$ cat config.mk
export PLATFORM = sky130hd
export DESIGN_NAME = sram_1rw_arbiter
export DESIGN_NICKNAME = d
export VERILOG_FILES = /design/src/rtl/sram_1rw_arbiter.sv
export SDC_FILE = /design/constraint.sdc
export NUM_CORES = 1
export LEC_CHECK = 0
export ABC_AREA = 0
export BUFFER_PORTS_ARGS = -buffer_cell sky130_fd_sc_hd__buf_2
export CAP_MARGIN = 20
export CORE_MARGIN = 2
export CORE_UTILIZATION = 39
export DETAILED_ROUTE_END_ITERATION = 8
export PLACE_DENSITY = 0.74
export SKIP_CTS_REPAIR_TIMING = 1
export SLEW_MARGIN = 15
export SYNTH_ARGS = -nofsm -noshare
export SYNTH_HDL_FRONTEND = slang
export SYNTH_SLANG_ARGS = --single-unit
$ cat constraint.sdc
create_clock -name clk0 -period 1.3 [get_ports clk0]
set_clock_uncertainty 0.15 [all_clocks]
set_input_delay 0.13 -clock clk0 [delete_from_list [all_inputs] [get_ports clk0]]
set_output_delay 0.13 -clock clk0 [all_outputs]
set_load 0.01 [all_outputs]
$ cat src/rtl/sram_1rw_arbiter.sv
// Round-robin arbiter sharing one 1RW write-masked SRAM macro between requesters A and B.
// Reads return exactly two cycles after acceptance, in issue order; writes produce no response.
module sram_1rw_arbiter #(
    parameter int unsigned ADDR_WIDTH = 4,
    parameter int unsigned DATA_WIDTH = 2,
    parameter int unsigned NUM_WMASKS = 2
) (
    input  logic                  clk0,
    input  logic                  rst_n,

    input  logic                  a_valid,
    output logic                  a_ready,
    input  logic                  a_web,
    input  logic [ADDR_WIDTH-1:0] a_addr,
    input  logic [DATA_WIDTH-1:0] a_wdata,
    input  logic [NUM_WMASKS-1:0] a_wmask,
    output logic                  a_rvalid,
    output logic [DATA_WIDTH-1:0] a_rdata,

    input  logic                  b_valid,
    output logic                  b_ready,
    input  logic                  b_web,
    input  logic [ADDR_WIDTH-1:0] b_addr,
    input  logic [DATA_WIDTH-1:0] b_wdata,
    input  logic [NUM_WMASKS-1:0] b_wmask,
    output logic                  b_rvalid,
    output logic [DATA_WIDTH-1:0] b_rdata,

    output logic                  csb0,
    output logic                  web0,
    output logic [ADDR_WIDTH-1:0] addr0,
    output logic [DATA_WIDTH-1:0] din0,
    output logic [NUM_WMASKS-1:0] wmask0,
    input  logic [DATA_WIDTH-1:0] dout0
);

    localparam logic REQ_A = 1'b0;
    localparam logic REQ_B = 1'b1;

    logic                  run_q;
    logic                  grant_a_c;
    logic                  grant_b_c;
    logic                  web_c;

    logic                  last_grant_q, last_grant_d;
    logic [ADDR_WIDTH-1:0] addr_q,       addr_d;
    logic [DATA_WIDTH-1:0] din_q,        din_d;
    logic [NUM_WMASKS-1:0] wmask_q,      wmask_d;

    logic                  pend_valid_q, pend_valid_d;
    logic                  pend_id_q,    pend_id_d;
    logic                  a_rvalid_q,   a_rvalid_d;
    logic                  b_rvalid_q,   b_rvalid_d;
    logic [DATA_WIDTH-1:0] a_rdata_q,    a_rdata_d;
    logic [DATA_WIDTH-1:0] b_rdata_q,    b_rdata_d;

    // Grants are held off until the first edge after reset release (sync deassert toward the macro)
    always_ff @(posedge clk0 or negedge rst_n) begin
        if (!rst_n) begin
            run_q <= 1'b0;
        end else begin
            run_q <= 1'b1;
        end
    end

    // Round-robin arbitration: on a tie the requester that did not win last goes
    always_comb begin
        grant_a_c = 1'b0;
        grant_b_c = 1'b0;
        if (run_q) begin
            if (a_valid && b_valid) begin
                if (last_grant_q == REQ_B) begin
                    grant_a_c = 1'b1;
                end else begin
                    grant_b_c = 1'b1;
                end
            end else if (a_valid) begin
                grant_a_c = 1'b1;
            end else if (b_valid) begin
                grant_b_c = 1'b1;
            end
        end
    end

    // Command mux, held macro bus and read-return pipeline
    always_comb begin
        last_grant_d = last_grant_q;
        web_c        = 1'b1;
        addr_d       = addr_q;
        din_d        = din_q;
        wmask_d      = wmask_q;

        if (grant_a_c) begin
            last_grant_d = REQ_A;
            web_c        = a_web;
            addr_d       = a_addr;
            din_d        = a_wdata;
            wmask_d      = a_web ? '0 : a_wmask;
        end else if (grant_b_c) begin
            last_grant_d = REQ_B;
            web_c        = b_web;
            addr_d       = b_addr;
            din_d        = b_wdata;
            wmask_d      = b_web ? '0 : b_wmask;
        end

        pend_valid_d = (grant_a_c && a_web) || (grant_b_c && b_web);
        pend_id_d    = grant_b_c ? REQ_B : REQ_A;

        // dout0 is valid the cycle after a read is accepted; capture it then
        a_rvalid_d = pend_valid_q && (pend_id_q == REQ_A);
        b_rvalid_d = pend_valid_q && (pend_id_q == REQ_B);
        a_rdata_d  = a_rvalid_d ? dout0 : a_rdata_q;
        b_rdata_d  = b_rvalid_d ? dout0 : b_rdata_q;
    end

    always_ff @(posedge clk0 or negedge rst_n) begin
        if (!rst_n) begin
            last_grant_q <= REQ_B;
            addr_q       <= '0;
            din_q        <= '0;
            wmask_q      <= '0;
            pend_valid_q <= 1'b0;
            pend_id_q    <= REQ_A;
            a_rvalid_q   <= 1'b0;
            b_rvalid_q   <= 1'b0;
            a_rdata_q    <= '0;
            b_rdata_q    <= '0;
        end else begin
            last_grant_q <= last_grant_d;
            addr_q       <= addr_d;
            din_q        <= din_d;
            wmask_q      <= wmask_d;
            pend_valid_q <= pend_valid_d;
            pend_id_q    <= pend_id_d;
            a_rvalid_q   <= a_rvalid_d;
            b_rvalid_q   <= b_rvalid_d;
            a_rdata_q    <= a_rdata_d;
            b_rdata_q    <= b_rdata_d;
        end
    end

    assign a_ready  = grant_a_c;
    assign b_ready  = grant_b_c;

    assign csb0     = !(grant_a_c || grant_b_c);
    assign web0     = web_c;
    assign addr0    = addr_d;
    assign din0     = din_d;
    assign wmask0   = wmask_d;

    assign a_rvalid = a_rvalid_q;
    assign a_rdata  = a_rdata_q;
    assign b_rvalid = b_rvalid_q;
    assign b_rdata  = b_rdata_q;

endmodule

After elaboration in Yosys (flattened, before gate mapping)
Cells that the tools add are included.
W data, S select, Z words.

storage, ports and cells
  register bits after elaboration = 18
  input bits = 24
  output and inout bits = 18

cells by class
  muxes and demuxes = 22
  bitwise operators = 1
  reduce and logical (&&, ||, !) cells = 9

operators by type and width
  kind                 count
  $mux W1              14
  $mux W2              6
  $mux W4              2
  $logic_and A1 B1 Y1  5
  $logic_or A1 B1 Y1   2
  $reduce_bool A2 Y1   1
  $logic_not A1 Y1     1
  $not A1 Y1           1

Depth between registers and ports, before layout
Gate-level depths: netlist of the first run.

  word-level depth = 6
  gate-level depth with buffers = 6
  gate-level depth less buffers = 4

Worst setup path before layout of the first run
No wires, ideal clock.

  kind = register to register
  start point = register last_grant_q
  end point = register addr_q[0]
  arrival = 1283 ps
  setup slack = -264 ps
  cell stages (with the launch flop) = 6
  path buffers = 2
  clock period less this slack = 1564 ps
  cell sequence = dfstp_2 -> nor2b_1 -> buf_6 -> or2_1 -> buf_6 -> a31oi_1

between the ends
  cells in the longest elaborated chain, start to end = 5
  elaborated cells between the ends (all ways) = 8
  those cells by class = mux (8)

RTL lines
  what                    line  text
  start, declared         45    logic last_grant_q, last_grant_d;
  start signal, assigned  130   last_grant_q <= last_grant_d;
  $mux W1                 72    if (last_grant_q == REQ_B) begin
  $mux W1                 71    if (a_valid && b_valid) begin
  $mux W1                 70    if (run_q) begin
  $mux W4                 99    end else if (grant_b_c) begin
  $mux W4 *               93    if (grant_a_c) begin
  via addr0[0]            31    output logic [ADDR_WIDTH-1:0] addr0,
  end signal, assigned    131   addr_q <= addr_d;
  end, declared           46    logic [ADDR_WIDTH-1:0] addr_q, addr_d;

Mark *: on every way through the listed nets, which the timed path passes. The rest lies on a longest branch.
A chain may end at the register's enable or synchronous reset.

Worst setup path after layout of the first run
  start point = register last_grant_q
  end point = output port addr0[2]

between the ends
  cells in the longest elaborated chain, start to end = 5
  elaborated cells between the ends (all ways) = 8
  those cells by class = mux (8)

RTL lines
  what           line
  $mux W1        72
  $mux W1        71
  $mux W1        70
  $mux W4        99
  $mux W4 *      93
  end, declared  31

Every way passes the cells marked *; elsewhere a longest branch is shown, timed or not.

==> out/qor.log, run 1 <==
qor: global_route.grt-ovfl-total 0
qor: detailed_routing.met2_wirelength 1150 um
qor: clock_network.cts_sinks 18
qor: worst_setup_path.worst_ep_arrival_time 1.62 ns
qor: layout.final_area 1360 um^2
qor: layout.drive_above_1_share 0.636
qor: clock_network.worstSkewPairLatency 0.29 ns
qor: die.die_height 49.1 um
qor: layout.nFillCells 151
qor: die.boundaryPins 42
qor: worst_setup_path.cp-end-kind output pin
qor: pwr.ir_drop 0.000871 V
qor: die.floorplan.die_area 2410 um^2
qor: detailed_routing.route.final.wire_length 2150 um
qor: timing.max_slew_violations 0
qor: synth.synth_enable_flop_cells 0
qor: detailed_routing.drt.antenna.violating_nets 0
qor: clock_network.tritoncts.num_buffers 3
qor: layout.num_antenna_cells 0
qor: layout.finalCoreUtilization 0.702
qor: worst_setup_path.critPathMostFrequentCell sky130_fd_sc_hd__buf_6
qor: worst_setup_path.critPathRequiredTime 1.02 ns
qor: detailed_routing.avgRoutedWirePerCell 13.5 um
qor: min_path.holdCritStartpoint a_wmask[1]
qor: pwr.powerDensity 1210 nW/um^2
qor: synth.top_cell_type_s_share_of_synthesized_area 0.535
qor: placed_design.dp.final_hpwl 1550 um
qor: layout.multiInputGateArea 442 um^2
qor: pwr.cellLeakagePower 0.634 nW
qor: timing.layout_setup_ws -0.605 ns
qor: die.core_area 1940 um^2
qor: timing.final.period_utilization 1.47
qor: worst_setup_path.timing.critical_path.buf_inv 2
qor: worst_setup_path.crit_path_cell_trace nor2b_2, or2_4, buf_6, a31oi_4, buf_6
qor: worst_setup_path.worstPathMaxFanout 3
qor: min_path.min_path_cells 2
qor: synth.synthDominantAreaCellType sky130_fd_sc_hd__dfrtp_1
qor: placed_design.placed_area 1170 um^2
qor: synth.yosys_warnings 0
qor: detailed_routing.drt-met1-wl 882 um
qor: global_route.global_route_usage_over_all_layers 0.177
qor: die.dieWidth 49.1 um
qor: run_status.status finished, violations left
qor: run_status.violations negative hold slack, negative setup slack
qor: synth.yosys-top-cells-area sky130_fd_sc_hd__dfrtp_1 54%, sky130_fd_sc_hd__mux2_2 5.7%, sky130_fd_sc_hd__o21ai_0 5.0%, sky130_fd_sc_hd__a31oi_1 4.7%, sky130_fd_sc_hd__nor3_1 4.4%
qor: global_route.grt_start_max_net_pins 19
qor: timing.period_minus_slack 1.90 ns
qor: clock_network.worst_setup_hold_path_clk_slew 0.10 ns
qor: timing.hold-worst-slack -0.0618 ns
qor: detailed_routing.drt_pass1_iterations 4
qor: synth.synth_area_per_cell 10.7 um^2
qor: synth.synthCells 74
qor: die.core.rowCount 16
qor: detailed_routing.routed-via-count 780
qor: timing.timing.final.setup_violations 21
qor: detailed_routing.wl_met3 115 um
qor: worst_setup_path.timing.rr.end addr_q[2]
qor: detailed_routing.vias_per_cell 4.91
qor: worst_setup_path.critPathMaxStageDelay 0.57 ns
qor: placed_design.numPortBuffers 41
qor: clock_network.cts_tree built
qor: synth.mappedNetlistArea 795 um^2
qor: global_route.wire_length_of_the_first_global_routing_pass 3310 um
qor: min_path.min_delay_worst_endpoint wmask_q[1]
qor: layout.design.final.nets 157
qor: detailed_routing.drc 0
qor: worst_setup_path.critical_path.startpoint_type flip-flop
qor: layout.most-common-layout-cells 36 x sky130_fd_sc_hd__buf_2, 16 x sky130_fd_sc_hd__dfrtp_1, 9 x sky130_fd_sc_hd__buf_4, 8 x sky130_fd_sc_hd__buf_6
qor: timing.unrepaired_setup_endpoints_after_global_routing yes
qor: detailed_routing.top_layer met3
qor: worst_setup_path.r2r_worst_path_depth 5
qor: placed_design.gpl.final_weighted_congestion 0.788
qor: clock_network.htree_levels 1
qor: worst_setup_path.worst_r2r_startpoint last_grant_q
qor: run.drv.max_cap_violation_count 0
qor: synth.synthFlopType sky130_fd_sc_hd__dfrtp_1
qor: synth.synth.net_count 98
qor: layout.mostFrequentLayoutCell sky130_fd_sc_hd__buf_2
qor: detailed_routing.detailedRoute.firstIterationViolations 8
qor: layout.layout.area.seq 453 um^2
qor: synth.ys_async_sr_fraction 1.00
qor: global_route.antenna_found_initial 0
qor: die.initial_core_util 0.409
qor: synth.post_synth_num_cell_types 23
qor: clock_network.cts_root_buf sky130_fd_sc_hd__clkbuf_4
qor: min_path.min_path_type input port to flip-flop
qor: worst_setup_path.critPathTopFamily flip-flops
qor: worst_setup_path.critical_path.slowest_cell sky130_fd_sc_hd__dfstp_2
qor: worst_setup_path.worstSetupPathType flip-flop to output pin
qor: worst_setup_path.setup.reg_to_reg.worst_slack -0.23 ns
qor: layout.syn2layout_area_growth 71.5%
qor: synth.synth.ff_latch_count 18
qor: synth.synth.yosys.seq_area_share 0.569
qor: global_route.first_global_vias 738
qor: timing.timing.final.hold_violations 4
qor: timing.achievable-frequency 525 MHz
qor: clock_network.maximum_clock_insertion_buffer_count 2
[worst register-to-register path, cell delays in order (launching register included)]
cell and delay (ns):
sky130_fd_sc_hd__dfstp_2 0.57, sky130_fd_sc_hd__nor2b_2 0.06, sky130_fd_sc_hd__or2_4 0.26, sky130_fd_sc_hd__buf_6 0.14, sky130_fd_sc_hd__a31oi_4 0.18, sky130_fd_sc_hd__buf_6 0.12
[synthesized netlist by cell type, types with 2 or more instances]
cell / number
sky130_fd_sc_hd__dfrtp_1: 17
sky130_fd_sc_hd__o21ai_0: 8
sky130_fd_sc_hd__nor3_1: 7
sky130_fd_sc_hd__a31oi_1: 6
sky130_fd_sc_hd__nand3_1: 6
sky130_fd_sc_hd__mux2_2: 4
sky130_fd_sc_hd__nand2_1: 4
sky130_fd_sc_hd__and2_1: 3
sky130_fd_sc_hd__a221o_1: 2
sky130_fd_sc_hd__buf_6: 2
sky130_fd_sc_hd__nor2_1: 2
sky130_fd_sc_hd__nor2b_1: 2
[per-layer routing]
| layer | vias to the layer above | GRT usage |
|---|---|---|
| met2 | 27 | 0.318 |
| li1 | 378 | - |
| met4 | 0 | 0.0286 |
| met3 | 0 | 0.0491 |
| met5 | - | 0 |
| met1 | 375 | 0.213 |
[final cells by class]
cell class | instances | area share
tap | 27 | 0.0248
inverter | 2 | 0.00735
sequential | 18 | 0.332
timing repair buffer | 58 | 0.285
clock buffer | 4 | 0.0266
multi-input combinational | 50 | 0.324
[cells by family after synthesis]
logic type,Yosys count,synth area share
AND/OR/NAND/NOR,28,0.187
AO/OA/AOI/OAI,17,0.134
flip-flops,18,0.569
other,1,0.00472
multiplexers,4,0.0567
buffers and inverters,6,0.0488
[state kept, by name, summed over array words and instances, names as in the netlist]
name	count
last_grant_q	1
pend_valid_q	1
a_rdata	2
b_rdata	2
pend_id_q	1
a_rvalid	1
wmask_q	2
run_q	1
addr_q	4
din_q	2
b_rvalid	1
[through the flow]
| stage | power [mW] | cells | worst slack (ns) | TNS [ns] |
|---|---|---|---|---|
| 6_report | 1.64 | 159 | -0.605 | -6.80 |
| 2_1_floorplan | 1.02 | 74 | -0.203 | -3.18 |
| 3_3_place_gp | 1.21 | 149 | -0.321 | -3.87 |
| 4_1_cts | 1.57 | 153 | -0.686 | -8.41 |
| 3_5_place_dp | 1.23 | 149 | -0.349 | -4.26 |
| 5_1_grt | 1.74 | 159 | -0.662 | -7.86 |
[worst max-delay path by stage]
stage                  from        end  slack, ns  cells past startpoint
3_3_place_gp   last_grant_q   addr0[0]      -0.32                      4
3_5_place_dp   last_grant_q   addr0[2]      -0.35                      4
5_1_grt        last_grant_q    din0[0]      -0.66                      5
4_1_cts        last_grant_q  wmask0[0]      -0.69                      4
2_1_floorplan  last_grant_q   addr0[0]      -0.20                      5
6_report       last_grant_q   addr0[2]      -0.60                      5
[where the power goes]
| group | total (mW) | switching (mW) | internal (mW) |
|---|---|---|---|
| sequential | 0.711 | 0.0449 | 0.666 |
| combinational | 0.591 | 0.279 | 0.312 |
| clock | 0.342 | 0.172 | 0.171 |
Note: power is estimated with default switching activity, not from simulation.
==> run 2: changes to the inputs <==
ABC_AREA = 1   (was 0)
CORE_UTILIZATION = 40   (was 39)
==> run 2 against run 1 <==
Effect of this change: critical endpoint unchanged; first-iteration DRC count up 38%; largest cell class unchanged; final cell count up 24%; synthesized cell count up 47%; sequential share of layout area down 0.60 points; die area up 6.7%; maximum frequency up 10%; via count up 12%; clock power down 18%; the flow still finishes with violations (negative hold slack, negative setup slack); critical path type unchanged; area after synthesis up 10%; power down 4.8%; non-clock buffer count unchanged; setup slack better by 0.18 ns.
==> out/qor.log, run 2 <==
qor: placed_design.numPortBuffers 41
qor: timing.final.period_utilization 1.33
qor: clock_network.cts_root_buf sky130_fd_sc_hd__clkbuf_4
qor: detailed_routing.drc 0
qor: layout.syn2layout_area_growth 58.2%
qor: pwr.intPower 1.07 mW
qor: layout.nFillCells 177
qor: die.floorplan.die_area 2580 um^2
qor: run_status.violations negative hold slack, negative setup slack
qor: layout.drive_above_1_share 0.506
qor: detailed_routing.route.final.wire_length 2080 um
qor: layout.most-common-layout-cells 35 x sky130_fd_sc_hd__buf_2, 21 x sky130_fd_sc_hd__nand2_1, 21 x sky130_fd_sc_hd__inv_1, 17 x sky130_fd_sc_hd__dfrtp_1
qor: timing.totalNegativeSetupSlack -4.88 ns
qor: layout.design.final.nets 195
qor: detailed_routing.vias_per_cell 4.43
qor: synth.post_synth_num_cell_types 19
qor: layout.largest_register_ff_count 4
qor: synth.synth.net_count 133
qor: synth.synth_common_cells 28 x sky130_fd_sc_hd__nand2_1, 21 x sky130_fd_sc_hd__inv_1, 17 x sky130_fd_sc_hd__dfrtp_1, 14 x sky130_fd_sc_hd__nand3_1, 5 x sky130_fd_sc_hd__o21ai_0
qor: global_route.met2_usage 0.287
qor: synth.top_cell_type_s_share_of_synthesized_area 0.486
qor: synth.yosys-top-cells-area sky130_fd_sc_hd__dfrtp_1 49%, sky130_fd_sc_hd__nand2_1 12%, sky130_fd_sc_hd__inv_1 9.0%, sky130_fd_sc_hd__nand3_1 8.0%, sky130_fd_sc_hd__dfstp_2 3.0%
qor: min_path.min_path_type input port to flip-flop
qor: global_route.first_global_vias 753
qor: global_route.antenna_found_initial 0
qor: global_route.grtUsageMet1 0.198
qor: detailed_routing.drt_pass1_iterations 4
qor: pwr.switching_share 0.316
qor: pwr.cellLeakagePower 0.829 nW
qor: pwr.ir_drop 0.000875 V
qor: worst_setup_path.critPathMaxStageDelay 0.57 ns
qor: worst_setup_path.cp-end-kind output pin
qor: timing.timing.final.setup_violations 18
qor: pwr.comb_power_share 0.375
qor: clock_network.maximum_clock_insertion_buffer_count 2
qor: detailed_routing.detailedRoute.firstIterationViolations 11
qor: worst_setup_path.critical_path.slowest_cell sky130_fd_sc_hd__dfstp_2
qor: synth.synth.ff_latch_count 18
qor: synth.yosysMostFrequentCell sky130_fd_sc_hd__nand2_1
qor: clock_network.tritoncts.num_buffers 3
qor: run.drv.max_cap_violation_count 0
qor: worst_setup_path.crit_path_cell_trace inv_2, nand2_2, nand2_4, buf_6, nand3_4, nand2_2, buf_6
qor: timing.max_slew_violations 0
qor: synth.mappedNetlistArea 875 um^2
qor: layout.num_antenna_cells 0
qor: timing.layout_setup_ws -0.428 ns
qor: pwr.powerDensity 1130 nW/um^2
qor: layout.largest-register addr_q
qor: timing.unrepaired_setup_endpoints_after_global_routing yes
qor: die.dieWidth 50.8 um
qor: synth.yosys_warnings 0
qor: run_status.status finished, violations left
qor: worst_setup_path.critPathRequiredTime 1.02 ns
qor: timing.timing.final.hold_violations 4
qor: placed_design.dp.final_hpwl 1530 um
qor: synth.synthCells 109
qor: die.boundaryPins 42
qor: worst_setup_path.worstPathMaxFanout 5
qor: global_route.global_route_usage_over_all_layers 0.161
qor: synth.synthDominantAreaCellType sky130_fd_sc_hd__dfrtp_1
qor: synth.synth_area_per_cell 8.02 um^2
qor: global_route.wire_length_of_the_first_global_routing_pass 3130 um
qor: global_route.grt_start_max_net_pins 19
qor: global_route.grt-ovfl-total 0
qor: global_route.global_route.peak_usage_layer met2
qor: die.core_area 2020 um^2
qor: detailed_routing.avgRoutedWirePerCell 10.6 um
qor: worst_setup_path.worstSetupPathType flip-flop to output pin
qor: worst_setup_path.critPathTopFamily flip-flops
qor: die.die_height 50.8 um
qor: global_route.met3_track_demand_over_resource_in_global_routing 0.0208
qor: timing.hold-worst-slack -0.0663 ns
qor: clock_network.worstSkewPairLatency 0.28 ns
qor: pwr.share_seq_of_total_power 0.445
qor: pwr.p_switching 0.495 mW
qor: synth.synth_enable_flop_cells 0
qor: synth.synthFlopType sky130_fd_sc_hd__dfrtp_1
qor: timing.achievable-frequency 579 MHz
qor: detailed_routing.drt.antenna.violating_nets 0
qor: die.initial_core_util 0.433
qor: layout.finalCoreUtilization 0.684
qor: placed_design.gpl.final_weighted_congestion 0.786
qor: synth.ys_async_sr_fraction 1.00
qor: worst_setup_path.timing.critical_path.buf_inv 3
qor: detailed_routing.routed-via-count 872
qor: timing.period_minus_slack 1.73 ns
qor: layout.mostFrequentLayoutCell sky130_fd_sc_hd__buf_2
qor: worst_setup_path.critical_path.startpoint_type flip-flop
qor: clock_network.cts_sinks 18
qor: clock_network.worst_setup_hold_path_clk_slew 0.10 ns
qor: clock_network.cts_tree built
qor: synth.synth.yosys.seq_area_share 0.516
qor: clock_network.htree_levels 1
qor: die.core.rowCount 16
qor: worst_setup_path.worst_ep_arrival_time 1.45 ns
qor: pwr.clockPowerShare 0.180
## run 2: cell types whose count changed after synthesis, moves of 2 or more
cell                      before  now
sky130_fd_sc_hd__nand2_1       4   28
sky130_fd_sc_hd__inv_1         1   21
sky130_fd_sc_hd__nand3_1       6   14
sky130_fd_sc_hd__nor3_1        7    0
sky130_fd_sc_hd__a31oi_1       6    0
sky130_fd_sc_hd__mux2_2        4    0
sky130_fd_sc_hd__and2_1        3    0
sky130_fd_sc_hd__inv_2         1    4
sky130_fd_sc_hd__nand2_2       1    4
sky130_fd_sc_hd__o21ai_0       8    5
sky130_fd_sc_hd__a221o_1       2    0
sky130_fd_sc_hd__nand2_4       0    2
sky130_fd_sc_hd__nand3_2       0    2
sky130_fd_sc_hd__nor2b_1       2    0
## run 2: final cells by class
cell class	instances	area, um^2	share of cell area
tap	27	33.8	0.0244
clock buffer	4	26.3	0.0190
sequential	18	452	0.326
multi-input combinational	64	372	0.269
timing repair buffer	58	395	0.286
inverter	26	105	0.0759
## run 2: kinds of logic after synthesis
| logic type | Yosys count | synth area share |
|---|---|---|
| DFF | 18 | 0.516 |
| buffers and inverters | 27 | 0.127 |
| AOI/OAI and AO/OA | 7 | 0.0400 |
| other | 1 | 0.00429 |
| and+or+nand+nor | 56 | 0.312 |
## run 2: power groups by stage
stage	combinational [mW]	sequential, mW	clock (mW)
3_5_place_dp	0.439	0.708	0
2_1_floorplan	0.227	0.721	0
6_report	0.587	0.697	0.282
3_3_place_gp	0.428	0.699	0
5_1_grt	0.640	0.709	0.320
4_1_cts	0.442	0.697	0.300
## run 2: worst min-delay path, delay by kind of cell
family / cells / cell delay, ns
AND/OR/NAND/NOR: 2 / 0.13
buffers and inverters: 1 / 0.08
## run 2: path summary, 6_finish.rpt
check                        startpoint      endpoint  slack (ns)  cells after the start
max                        last_grant_q      addr0[2]       -0.43                      7
min                           a_addr[2]     addr_q[2]       -0.07                      3
max reg2reg                last_grant_q      din_q[0]       -0.12                      7
min reg2reg                  wmask_q[0]    wmask_q[0]        0.34                      2
max in group asynchronous         rst_n  last_grant_q        0.54                      2
min in group asynchronous         rst_n      a_rvalid        0.13                      2
## run 2: per-stage QoR
stage	power, mW	instance area (um^2)	hold slack (ns)	worst slack [ns]	std cells
after CTS	1.44	1200	-0.400	-0.480	187
after global routing	1.67	1380	-0.0674	-0.495	197
after detailed placement	1.15	1170	-0.0725	-0.147	183
after global placement	1.13	1170	-0.0708	-0.140	183
after floorplan	0.947	890	-0.316	0.00262	109
final	1.57	1380	-0.0663	-0.428	197
## run 2: routing by layer
metal | share of wire | up-vias | wire (um)
met2 | 0.52 | 34 | 1080
met5 | 0 | - | 0
met4 | 0.0058 | 0 | 12
met1 | 0.41 | 386 | 856
li1 | - | 450 | -
met3 | 0.062 | 2 | 130
